===== config.mk =====
export PLATFORM = sky130hd
export DESIGN_NAME = bcd2binary_flat
export DESIGN_NICKNAME = d
export VERILOG_FILES = /design/src/rtl/bcd2binary_if.sv /design/src/rtl/bcd2binary.sv /design/src/flat_wrapper.sv
export SDC_FILE = /design/constraint.sdc
export NUM_CORES = 1
export LEC_CHECK = 0
export CAP_MARGIN = 20
export CORE_MARGIN = 1.5
export CORE_UTILIZATION = 52
export DETAILED_ROUTE_END_ITERATION = 10
export PLACE_DENSITY = 0.81
export SYNTH_ARGS = -nofsm -noshare
export SYNTH_HDL_FRONTEND = slang
export SYNTH_SLANG_ARGS = --single-unit

===== constraint.sdc =====
create_clock -name clk -period 1.45 [get_ports clk]
set_input_delay 0.145 -clock clk [delete_from_list [all_inputs] [get_ports clk]]
set_output_delay 0.145 -clock clk [all_outputs]
set_load 0.005 [all_outputs]

===== src/rtl/bcd2binary_if.sv =====
// Request/result bundle for the BCD-to-binary converter.
// The master side issues start/bcd_in; the slave side returns the registered result and status.
interface bcd2binary_if #(
    parameter int DIGITS = 4,
    parameter int BIN_W  = 14
);
    logic                  start;
    logic [4*DIGITS-1:0]   bcd_in;
    logic [BIN_W-1:0]      bin;
    logic                  busy;
    logic                  done;
    logic                  err;

    modport master (output start, bcd_in, input bin, busy, done, err);
    modport slave  (input start, bcd_in, output bin, busy, done, err);
endinterface


===== src/rtl/bcd2binary.sv =====
// Iterative packed-BCD to binary converter using reverse double-dabble:
// one shift-right-and-adjust step per clock, start/busy/done handshake, invalid-digit flag.
module bcd2binary #(
    parameter int DIGITS = 4,
    parameter int BIN_W  = 14
) (
    input  logic         clk,
    input  logic         reset,
    bcd2binary_if.slave  bus
);
    localparam int BCD_W = 4 * DIGITS;
    localparam int CNT_W = $clog2(BIN_W);

    typedef enum logic [0:0] {IDLE = 1'b0, CONVERT = 1'b1} state_t;

    function automatic logic has_bad_digit(input logic [BCD_W-1:0] v);
        logic bad;
        bad = 1'b0;
        for (int i = 0; i < DIGITS; i++) begin
            bad = bad | (v[4*i +: 4] > 4'd9);
        end
        return bad;
    endfunction

    // Undo the "+3" of forward double-dabble on every nibble that crossed 8 after the shift
    function automatic logic [BCD_W-1:0] adjust_nibbles(input logic [BCD_W-1:0] v);
        logic [BCD_W-1:0] r;
        for (int i = 0; i < DIGITS; i++) begin
            r[4*i +: 4] = (v[4*i +: 4] >= 4'd8) ? (v[4*i +: 4] - 4'd3) : v[4*i +: 4];
        end
        return r;
    endfunction

    state_t             state_r, state_nxt_s;
    logic [BCD_W-1:0]   w_r, w_nxt_s;
    logic [BIN_W-1:0]   b_r, b_nxt_s;
    logic [CNT_W-1:0]   cnt_r, cnt_nxt_s;
    logic [BIN_W-1:0]   bin_r, bin_nxt_s;
    logic               busy_r, busy_nxt_s;
    logic               done_r, done_nxt_s;
    logic               err_r, err_nxt_s;
    logic               rej_r, rej_nxt_s;
    logic [BCD_W+BIN_W-1:0] shifted_s;

    assign shifted_s = {1'b0, w_r, b_r[BIN_W-1:1]};

    // Next-state and datapath update for the IDLE/CONVERT machine
    always_comb begin
        state_nxt_s = state_r;
        w_nxt_s     = w_r;
        b_nxt_s     = b_r;
        cnt_nxt_s   = cnt_r;
        bin_nxt_s   = bin_r;
        busy_nxt_s  = busy_r;
        done_nxt_s  = 1'b0;
        err_nxt_s   = err_r;
        rej_nxt_s   = 1'b0;
        case (state_r)
            IDLE: begin
                // A rejected request owns the following cycle to deliver its done pulse
                if (rej_r) begin
                    done_nxt_s = 1'b1;
                end else if (bus.start) begin
                    w_nxt_s   = bus.bcd_in;
                    b_nxt_s   = '0;
                    cnt_nxt_s = '0;
                    err_nxt_s = 1'b0;
                    if (has_bad_digit(bus.bcd_in)) begin
                        err_nxt_s = 1'b1;
                        rej_nxt_s = 1'b1;
                    end else begin
                        state_nxt_s = CONVERT;
                        busy_nxt_s  = 1'b1;
                    end
                end else begin
                    busy_nxt_s = 1'b0;
                end
            end
            CONVERT: begin
                w_nxt_s   = adjust_nibbles(shifted_s[BCD_W+BIN_W-1 -: BCD_W]);
                b_nxt_s   = shifted_s[BIN_W-1:0];
                cnt_nxt_s = cnt_r + {{(CNT_W-1){1'b0}}, 1'b1};
                if (cnt_r == CNT_W'(BIN_W - 1)) begin
                    bin_nxt_s   = shifted_s[BIN_W-1:0];
                    done_nxt_s  = 1'b1;
                    busy_nxt_s  = 1'b0;
                    state_nxt_s = IDLE;
                end else begin
                    busy_nxt_s = 1'b1;
                end
            end
            default: begin
                state_nxt_s = IDLE;
                busy_nxt_s  = 1'b0;
            end
        endcase
    end

    // State and output registers with synchronous reset taking priority
    always_ff @(posedge clk) begin
        if (reset) begin
            state_r <= IDLE;
            w_r     <= '0;
            b_r     <= '0;
            cnt_r   <= '0;
            bin_r   <= '0;
            busy_r  <= 1'b0;
            done_r  <= 1'b0;
            err_r   <= 1'b0;
            rej_r   <= 1'b0;
        end else begin
            state_r <= state_nxt_s;
            w_r     <= w_nxt_s;
            b_r     <= b_nxt_s;
            cnt_r   <= cnt_nxt_s;
            bin_r   <= bin_nxt_s;
            busy_r  <= busy_nxt_s;
            done_r  <= done_nxt_s;
            err_r   <= err_nxt_s;
            rej_r   <= rej_nxt_s;
        end
    end

    assign bus.bin  = bin_r;
    assign bus.busy = busy_r;
    assign bus.done = done_r;
    assign bus.err  = err_r;
endmodule


===== src/flat_wrapper.sv =====
// flat-port wrapper written by rule: the top's interface ports become plain ports
module bcd2binary_flat 
#(
    parameter int DIGITS = 4,
    parameter int BIN_W  = 14
)
  (clk, reset, bus_start, bus_bcd_in, bus_bin, bus_busy, bus_done, bus_err);
  bcd2binary_if #(.DIGITS(DIGITS), .BIN_W(BIN_W)) bus_i ();
  input  logic clk;
  input  logic reset;
  input wire logic [$bits(bus_i.start)-1:0] bus_start;
  input wire logic [$bits(bus_i.bcd_in)-1:0] bus_bcd_in;
  output wire logic [$bits(bus_i.bin)-1:0] bus_bin;
  output wire logic [$bits(bus_i.busy)-1:0] bus_busy;
  output wire logic [$bits(bus_i.done)-1:0] bus_done;
  output wire logic [$bits(bus_i.err)-1:0] bus_err;
  assign bus_i.start = bus_start;
  assign bus_i.bcd_in = bus_bcd_in;
  assign bus_bin = bus_i.bin;
  assign bus_busy = bus_i.busy;
  assign bus_done = bus_i.done;
  assign bus_err = bus_i.err;
  bcd2binary #(.DIGITS(DIGITS), .BIN_W(BIN_W)) u_core (.clk(clk), .reset(reset), .bus(bus_i));
endmodule

==> flow_metrics.py, run 1 <==
metrics = {
    "run_status": {
        "status": "completed",
    },
    "yosys": {
        "synth-seq-cells": 52,
        "synth_area_per_cell_um2": 8.98,
        "ys_seq_area_frac": 0.473,
        "ys_warn_count": 0,
        "synth_nets": 272,
        "syn_area_mm2": 0.00220,
        "synthCells": 245,
        "yosysUniqueCellTypes": 36,
    },
    "global_route": {
        "grt_pass1_wl_um": 7710,
        "track_usage": 0.225,
        "first_global_vias": 1700,
        "grt_overflow": 0,
        "antenna_found_initial": 0,
        "grt_max_degree": 32,
    },
    "critical_path": {
        "cp.required_ps": 1660,
        "start_kind": "input port",
        "critPathSlowestCell": "clkdlybuf4s50_1",
        "timing.critical_path.buf_inv": 2,
        "critPathMaxStageDelay_ps": 490,
        "criticalPathCategory": "input port to register",
        "crit_fanout": 8,
        "r2r-start": "u_core.cnt_r[1]$_SDFFE_PP0P_",
        "reg2reg_slack_ps": 110,
        "path_delay_family": "buffers and inverters",
        "startpoint": "bus_start",
        "endpoint_kind": "register",
        "critPathArrivalTime_ps": 1550,
        "crit_chain": "clkdlybuf4s50_1, nor2b_4, buf_4, mux2_1, o21ai_1, nor2_1",
    },
    "floorplan": {
        "fp.dieArea_mm2": 0.00463,
        "ios": 36,
        "start_util": 0.546,
        "core-area_mm2": 0.00403,
        "die_y_um": 68.1,
        "rows": 23,
        "die_w_um": 68.1,
    },
    "placed_design": {
        "portBuffers": 35,
        "place_area_mm2": 0.00267,
        "dp_hpwl_um": 3250,
        "place_ws_ps": -279,
        "gp_routability_congestion": 0.757,
    },
    "sta": {
        "rsz0062_at_grt": "false",
        "fmax_mhz": 745,
        "tightest_slew_ps": 524,
        "worst_slack_ps": 107,
        "slew_viol_final": 0,
        "hold_viol": 0,
        "relSlewSlack": 0.649,
        "finalCritPeriodShare": 0.926,
        "timing.final.crit_period_ps": 1340,
        "setup_violations": 0,
        "worst_hold_slack_ps": 458,
        "clock_skew_ps": 3.55,
    },
    "clock_tree": {
        "cts_root_buf": "clkbuf_8",
        "cts_buffers": 5,
        "cts.clk_slew.worst_paths_ps": 100,
        "cts_tree": "done",
        "cts_hold_buffers": 0,
        "clock_path_buffers": 2,
        "clock_latency_ps": 310,
        "cts.sinks": 52,
        "htree_num_levels": 2,
    },
    "pwr": {
        "ir_drop_uv": 685,
        "power_leakage_nw": 1.03,
        "p_per_area_mw_per_mm2": 976,
    },
    "final_layout": {
        "antenna_cells": 0,
        "final_common_cell": "dfxtp_1",
        "final_cell_mix": "dfxtp_1 (52), clkdlybuf4s50_1 (35), nand2_1 (33)",
        "drive_gt1_frac": 0.122,
        "fin_area_mm2": 0.00281,
        "final_nets": 320,
        "syn2layout_area_growth_pct": 27.8,
        "fill_cells": 330,
    },
    "drt": {
        "drc": 0,
        "wirelength_um": 4630,
        "viasPerCell": 5.49,
        "firstDrtPassIters": 4,
        "wl_per_cell_um": 13.5,
        "routed-via-count": 1887,
        "postRouteAntennaNets": 0,
        "drt-initial-drc-count": 81,
    },
    "min_path": {
        "hp-start": "u_core.bus.bin[2]$_SDFFE_PP0P_",
        "hp-class": "register to register",
    },
    "run": {
        "drv_cap": 0,
    },
}
[cell usage after synthesis, drive strengths merged]
library cell,count,area share
a311oi,3,0.012
a41oi,1,0.0040
nor3b,2,0.0068
o21ai,14,0.032
or2,1,0.0028
or3,3,0.0085
clkbuf,4,0.0068
a211oi,13,0.044
nand3,1,0.0023
o211ai,3,0.010
ha,8,0.045
nor3,4,0.011
nor2b,2,0.0091
a2111oi,1,0.0045
nand2b,1,0.0028
a22o,14,0.056
mux2,3,0.015
mux2i,4,0.018
a31oi,4,0.011
nor2,21,0.038
inv,11,0.019
nand3b,1,0.0034
and4,1,0.0040
buf,12,0.032
dfxtp,52,0.47
xnor2,3,0.012
o31ai,1,0.0034
a21oi,23,0.052
nand2,33,0.056
nand4,1,0.0028
[flip-flops by register name, summed over array words and instances (netlist names)]
name             count
u_core.b_r          13
u_core.bus.bin      14
u_core.bus.busy      1
u_core.bus.done      1
u_core.bus.err       1
u_core.cnt_r         4
u_core.rej_r         1
u_core.state_r       1
u_core.w_r          16
[worst reg2reg max path, cell delays in order (launching register included)]
cell and delay [ps]:
dfxtp_1 360, inv_1 70, ha_1 190, nand3_2 120
nor2_4 180, buf_6 150, nand2_1 50, a21oi_1 150
[through the flow]
stage | std cells | total power, mW | TNS [ps] | util
floorplan | 245 | 1.76 | 0 | -
global placement | 333 | 1.89 | -4500 | 0.663
detailed placement | 333 | 1.90 | -5700 | 0.663
CTS | 341 | 2.76 | 0 | 0.686
global route | 344 | 2.89 | 0 | 0.698
finish | 344 | 2.75 | 0 | 0.698
[power by group]
part	switching (mW)	internal (mW)
clock	0.507	0.352
combinational	0.176	0.184
sequential	0.0473	1.48
[cell type report]
cell class | instances | area (um^2) | share of cell area
multi-input combinational | 166 | 1050 | 0.374
sequential | 52 | 1040 | 0.370
timing repair buffer | 57 | 523 | 0.186
clock buffer | 5 | 68.8 | 0.0245
tap | 50 | 62.6 | 0.0222
inverter | 11 | 41.3 | 0.0147
clock inverter | 3 | 25.0 | 0.00890
[kinds of logic after synthesis]
logic type,Yosys count,synth area share
AO/OA/AOI/OAI,77,0.230
XOR/XNOR,3,0.0119
adder cells (fa/ha/maj),8,0.0455
buffers and inverters,27,0.0580
flip-flops,52,0.473
multiplexers,7,0.0335
AND/OR/NAND/NOR,71,0.148
[worst paths after layout]
| path | end | depth (start not counted) |
|---|---|---|
| worst max-delay path | u_core.w_r[9]$_SDFFE_PP0P_ | 6 |
| worst min-delay path | u_core.bus.bin[2]$_SDFFE_PP0P_ | 2 |
| worst max register to register | u_core.bus.bin[4]$_SDFFE_PP0P_ | 7 |
| worst min register to register | u_core.bus.bin[2]$_SDFFE_PP0P_ | 2 |
[per-layer routing]
metal	up-vias	routed length [um]	part of all wire	GRT usage
met4	0	65	0.014	0.0775
met5	-	0	0	0
met2	39	2260	0.49	0.373
met1	885	2130	0.46	0.286
met3	6	179	0.039	0.0543
li1	957	-	-	-
[timing repair]
| action | 4_1_cts | 5_1_grt |
|---|---|---|
| setup endpoints to repair | 0 | 27 |
| setup buffers | 0 | 2 |
| resized for setup | 0 | 8 |
(Power assumes the default switching activity.)
==> run 2, diff against run 1 <==
--- a/config.mk
+++ b/config.mk
@@ -7,9 +7,9 @@
 export LEC_CHECK = 0
 export CAP_MARGIN = 20
 export CORE_MARGIN = 1.5
-export CORE_UTILIZATION = 52
+export CORE_UTILIZATION = 55
 export DETAILED_ROUTE_END_ITERATION = 10
-export PLACE_DENSITY = 0.81
+export PLACE_DENSITY = 0.85
 export SYNTH_ARGS = -nofsm -noshare
 export SYNTH_HDL_FRONTEND = slang
 export SYNTH_SLANG_ARGS = --single-unit
==> constraint.sdc (replaced) <==
create_clock -name clk -period 1.6 [get_ports clk]
set_input_delay 0.16 -clock clk [delete_from_list [all_inputs] [get_ports clk]]
set_output_delay 0.16 -clock clk [all_outputs]
set_load 0.005 [all_outputs]
==> run 2 against run 1 <==
  * Die area fell by 5.2%
  * Power down 11%
  * Via count down 1.3%
  * Count of clock-buffer cells in the layout grew 2
  * Final area fell by 2.9%
  * Non-clock buffer count decreased by 8
  * Clock skew is 7.7 ps higher
  * Critical path depth down 3
  * Sequential share of layout area up 1.1 points
  * First-iteration DRC count up 58%
  * Hold slack got worse by 0.78 ps
  * Combinational power down 16%
  * Critical endpoint is now u_core.b_r[6]$_SDFFE_PP0P_
==> flow_metrics.py, run 2 (synthesis gave the netlist of run 1 again) <==
metrics = {
    "run_status": {
        "status": "completed",
    },
    "drt": {
        "postRouteAntennaNets": 0,
        "wl_per_cell_um": 13.8,
        "routed-via-count": 1862,
        "drc": 0,
        "firstDrtPassIters": 4,
        "wirelength_um": 4600,
        "drt-initial-drc-count": 128,
        "viasPerCell": 5.57,
    },
    "sta": {
        "slew_viol_final": 0,
        "timing.final.crit_period_ps": 1550,
        "setup_tns_ps": 0,
        "setup_violations": 0,
        "tightest_slew_ps": 753,
        "hold_viol": 0,
        "fmax_mhz": 646,
        "relSlewSlack": 0.496,
        "worst_hold_slack_ps": 457,
        "clock_skew_ps": 11.2,
        "rsz0062_at_grt": "true",
        "finalCritPeriodShare": 0.967,
    },
    "clock_tree": {
        "clock_latency_ps": 300,
        "cts.sinks": 52,
        "cts_root_buf": "clkbuf_8",
        "cts_buffers": 5,
        "cts_hold_buffers": 0,
        "cts_tree": "done",
        "clock_path_buffers": 2,
        "cts_resized": 0,
        "cts.clk_slew.worst_paths_ps": 100,
        "htree_num_levels": 2,
        "cts_setup_buffers": 0,
    },
    "min_path": {
        "hp-start": "u_core.bus.bin[13]$_SDFFE_PP0P_",
        "hp-class": "register to register",
        "min_path_cells": 2,
    },
    "placed_design": {
        "dp_hpwl_um": 3240,
        "gp_routability_congestion": 0.768,
        "portBuffers": 35,
    },
    "final_layout": {
        "final_cell_mix": "dfxtp_1 (52), clkdlybuf4s50_1 (35), nand2_1 (33)",
        "seqCellArea_mm2": 0.00104,
        "syn2layout_area_growth_pct": 24.0,
        "final_nets": 312,
        "antenna_cells": 0,
        "fill_cells": 293,
        "regMostFlops": "u_core.w_r",
        "largest_reg_flops": 16,
        "multi_input_area_mm2": 0.00104,
        "final_common_cell": "dfxtp_1",
        "drive_gt1_frac": 0.0874,
    },
    "pwr": {
        "p_per_area_mw_per_mm2": 898,
        "ir_drop_uv": 721,
        "power_leakage_nw": 0.988,
    },
    "critical_path": {
        "endpoint": "u_core.b_r[6]$_SDFFE_PP0P_",
        "crit_fanout": 13,
        "critPathSlowestCell": "nor2_1",
        "reg2reg_slack_ps": 50,
        "r2r-start": "u_core.state_r$_SDFF_PP0_",
        "startpoint": "u_core.state_r$_SDFF_PP0_",
        "start_kind": "register",
        "crit_chain": "inv_1, nor2_1, a22o_1",
        "path_delay_family": "simple AND/OR/NAND/NOR gates",
        "critPathArrivalTime_ps": 1790,
        "criticalPathCategory": "register to register",
        "path_depth": 3,
        "timing.critical_path.buf_inv": 1,
        "endpoint_kind": "register",
        "critPathMaxStageDelay_ps": 610,
        "cp.required_ps": 1840,
        "r2r_end": "u_core.b_r[6]$_SDFFE_PP0P_",
        "reg2reg_depth": 3,
    },
    "global_route": {
        "track_usage": 0.225,
        "grt_max_degree": 39,
        "grt_pass1_wl_um": 7610,
        "grt_overflow": 0,
        "antenna_found_initial": 0,
        "first_global_vias": 1679,
    },
    "floorplan": {
        "rows": 22,
        "fp.dieArea_mm2": 0.00439,
        "die_w_um": 66.3,
        "die_y_um": 66.3,
        "ios": 36,
        "start_util": 0.588,
        "core-area_mm2": 0.00374,
    },
    "run": {
        "drv_cap": 0,
    },
}
[run 2: cell count changes in the layout (fill, tap and decap cells not counted)]
cell      previous run  this run
nor2_4               1         0
buf_6                2         0
clkbuf_1             0         1
buf_4               20        14
nand3_2              1         0
inv_6                2         0
clkbuf_8             5         6
nor2_1              18        19
nand3_1              0         1
[run 2: final cells by class]
cell class                 count  area share
sequential                    52       0.381
clock inverter                 1     0.00275
inverter                      11      0.0151
multi-input combinational    166       0.380
clock buffer                   7      0.0316
tap                           48      0.0220
timing repair buffer          49       0.167
[run 2: layer usage]
| layer | up-vias | share of wire | global-route usage |
|---|---|---|---|
| met5 | - | 0 | 0 |
| met4 | 0 | 0.011 | 0.0740 |
| met3 | 5 | 0.045 | 0.0409 |
| met2 | 39 | 0.47 | 0.350 |
| met1 | 874 | 0.48 | 0.314 |
| li1 | 944 | - | - |
[run 2: worst min-delay path by stage]
| stage | to | slack [ps] |
|---|---|---|
| finish | u_core.bus.bin[13]$_SDFFE_PP0P_ | 460 |
| floorplan | u_core.w_r[15]$_SDFFE_PP0P_ | 290 |
| detailed placement | u_core.bus.bin[13]$_SDFFE_PP0P_ | 450 |
| global placement | u_core.bus.bin[13]$_SDFFE_PP0P_ | 450 |
| global route | u_core.bus.bin[12]$_SDFFE_PP0P_ | 480 |
| CTS | u_core.bus.bin[13]$_SDFFE_PP0P_ | 460 |
[run 2: power by group]
part | internal, mW | switching [mW]
Sequential | 1.34 | 0.0449
Clock | 0.352 | 0.412
Combinational | 0.152 | 0.152
Total | 1.84 | 0.608
[run 2: worst reg2reg max path, stage by stage (launching register included)]
cell     delay (ps)
dfxtp_1         510
inv_1           140
nor2_1          610
a22o_1          230
[run 2: through the flow]
step                      area [um^2]  power, mW  utilization  setup WS [ps]  cells
after global routing             2730       2.57        0.729          -40.5    334
final                            2730       2.45        0.729           52.5    334
after global placement           2630       1.70        0.703           -112    326
after detailed placement         2630       1.71        0.703           -137    326
after floorplan                  2200       1.60            -            312    245
after CTS                        2720       2.46        0.728           85.4    334
==> run 3, diff against run 2 <==
--- a/config.mk
+++ b/config.mk
@@ -9,6 +9,7 @@
 export CORE_MARGIN = 1.5
 export CORE_UTILIZATION = 55
 export DETAILED_ROUTE_END_ITERATION = 10
+export MAX_ROUTING_LAYER = met4
 export PLACE_DENSITY = 0.85
 export SYNTH_ARGS = -nofsm -noshare
 export SYNTH_HDL_FRONTEND = slang
==> run 3 against run 2 <==
  * Critical endpoint unchanged
  * Setup slack worse by 11 ps
  * Critical path type unchanged
  * Combinational power hardly changed
  * Clock skew is 0.67 ps lower
  * Sequential cell count stayed put
  * Die area stayed put
  * Global-route usage is 0.63 points higher
  * Via count is 0.11% higher
==> flow_metrics.py, run 3 (synthesis gave the netlist of run 1 again) <==
metrics = {
    "run_status": {
        "status": "completed",
    },
    "clock_tree": {
        "cts_root_buf": "clkbuf_8",
        "cts_buffers": 5,
        "cts_hold_buffers": 0,
        "htree_num_levels": 2,
        "clock_latency_ps": 310,
        "cts_setup_buffers": 0,
        "cts.clk_slew.worst_paths_ps": 100,
        "cts_tree": "done",
        "cts.sinks": 52,
        "clock_path_buffers": 2,
    },
    "critical_path": {
        "critPathArrivalTime_ps": 1800,
        "r2r_end": "u_core.b_r[6]$_SDFFE_PP0P_",
        "criticalPathCategory": "register to register",
        "cp.required_ps": 1850,
        "reg2reg_slack_ps": 40,
        "crit_chain": "inv_1, nor2_1, a22o_1",
        "timing.critical_path.buf_inv": 1,
        "critPathMaxStageDelay_ps": 630,
        "critPathSlowestCell": "nor2_1",
        "path_delay_family": "simple AND/OR/NAND/NOR gates",
        "r2r-start": "u_core.state_r$_SDFF_PP0_",
        "start_kind": "register",
        "crit_fanout": 13,
        "reg2reg_depth": 3,
        "endpoint_kind": "register",
    },
    "final_layout": {
        "syn2layout_area_growth_pct": 24.0,
        "antenna_cells": 0,
        "final_nets": 312,
        "fill_cells": 293,
        "regMostFlops": "u_core.w_r",
        "final_cell_mix": "dfxtp_1 (52), clkdlybuf4s50_1 (35), nand2_1 (33)",
        "final_common_cell": "dfxtp_1",
        "drive_gt1_frac": 0.0874,
        "largest_reg_flops": 16,
    },
    "drt": {
        "wl_per_cell_um": 13.8,
        "drc": 0,
        "viasPerCell": 5.58,
        "postRouteAntennaNets": 0,
        "drt-initial-drc-count": 113,
        "wirelength_um": 4610,
        "firstDrtPassIters": 4,
        "routed-via-count": 1864,
    },
    "sta": {
        "finalCritPeriodShare": 0.974,
        "setup_tns_ps": 0,
        "tightest_slew_ps": 776,
        "slew_viol_final": 0,
        "clock_skew_ps": 10.5,
        "fmax_mhz": 642,
        "setup_violations": 0,
        "relSlewSlack": 0.481,
        "hold_viol": 0,
        "rsz0062_at_grt": "true",
        "timing.final.crit_period_ps": 1560,
        "worst_hold_slack_ps": 457,
    },
    "placed_design": {
        "gp_routability_congestion": 0.778,
        "dp_hpwl_um": 3240,
        "portBuffers": 35,
    },
    "global_route": {
        "groute.layer.met1.usage": 0.313,
        "busiest_layer": "met2",
        "grt_overflow": 0,
        "grt_pass1_wl_um": 7630,
        "use_met2": 0.353,
        "grt_max_degree": 39,
        "first_global_vias": 1679,
        "use_met3": 0.0409,
        "antenna_found_initial": 0,
        "track_usage": 0.231,
    },
    "floorplan": {
        "fp.dieArea_mm2": 0.00439,
        "core-area_mm2": 0.00374,
        "ios": 36,
        "rows": 22,
        "die_w_um": 66.3,
        "die_y_um": 66.3,
        "start_util": 0.588,
    },
    "pwr": {
        "p_per_area_mw_per_mm2": 901,
        "power_leakage_nw": 0.988,
        "ir_drop_uv": 726,
    },
    "min_path": {
        "hp-start": "u_core.bus.bin[13]$_SDFFE_PP0P_",
        "min_path_cells": 2,
        "hp-class": "register to register",
        "hold_end": "u_core.bus.bin[13]$_SDFFE_PP0P_",
    },
    "run": {
        "drv_cap": 0,
    },
}
-- run 3: cell counts in the layout (fill, tap and decap cells not counted) --
Identical to the previous run, type by type.
-- run 3: how the worst max path moves through the flow --
| stage | endpoint | slack (ps) | cells after the start | startpoint |
|---|---|---|---|---|
| floorplan | u_core.bus.bin[12]$_SDFFE_PP0P_ | 310 | 6 | u_core.cnt_r[0]$_SDFFE_PP0P_ |
| global placement | u_core.b_r[7]$_SDFFE_PP0P_ | -110 | 4 | bus_start |
| detailed placement | u_core.b_r[4]$_SDFFE_PP0P_ | -140 | 4 | bus_start |
| CTS | u_core.b_r[6]$_SDFFE_PP0P_ | 90 | 3 | u_core.rej_r$_SDFF_PP0_ |
| global route | u_core.bus.bin[4]$_SDFFE_PP0P_ | -40 | 7 | u_core.cnt_r[1]$_SDFFE_PP0P_ |
| finish | u_core.b_r[6]$_SDFFE_PP0P_ | 40 | 3 | u_core.state_r$_SDFF_PP0_ |
-- run 3: worst min-delay path, cell delays in order, from the launching register on --
cell     delay [ps]
dfxtp_1         320
nand2_1          50
a21oi_1          50
-- run 3: metrics by stage --
stage | setup slack (ps) | instances | cell area [um^2] | util | total power, mW
detailed placement | -137 | 326 | 2630 | 0.703 | 1.71
finish | 41.7 | 334 | 2730 | 0.729 | 2.46
global route | -40.5 | 334 | 2730 | 0.729 | 2.57
floorplan | 312 | 245 | 2200 | - | 1.60
global placement | -112 | 326 | 2630 | 0.703 | 1.70
CTS | 85.4 | 334 | 2720 | 0.728 | 2.46
-- run 3: metal layers --
metal | share of wire | vias up
li1 | - | 941
met1 | 0.48 | 869
met2 | 0.46 | 47
met3 | 0.040 | 7
met4 | 0.013 | 0
met5 | 0 | -
-- run 3: area by class of cell --
| class | instances | area, um^2 | area share |
|---|---|---|---|
| Clock inverter | 1 | 7.51 | 0.00275 |
| Clock buffer | 7 | 86.3 | 0.0316 |
| Timing Repair Buffer | 49 | 455 | 0.167 |
| Multi-Input combinational cell | 166 | 1040 | 0.380 |
| Inverter | 11 | 41.3 | 0.0151 |
| Sequential cell | 52 | 1040 | 0.381 |
| Tap cell | 48 | 60.1 | 0.0220 |
-- run 3: repair_timing --
item,CTS,global route
endpoints found under the setup margin,0,16
resized for setup,0,1
endpoints found under the hold margin,0,0
-- run 3: report_power, final --
group | total, mW | switching [mW] | internal [mW] | leakage, nW
sequential | 1.39 | 0.0449 | 1.34 | 0.423
combinational | 0.304 | 0.152 | 0.152 | 0.521
clock | 0.770 | 0.418 | 0.352 | 0.0445
total | 2.46 | 0.614 | 1.84 | 0.988
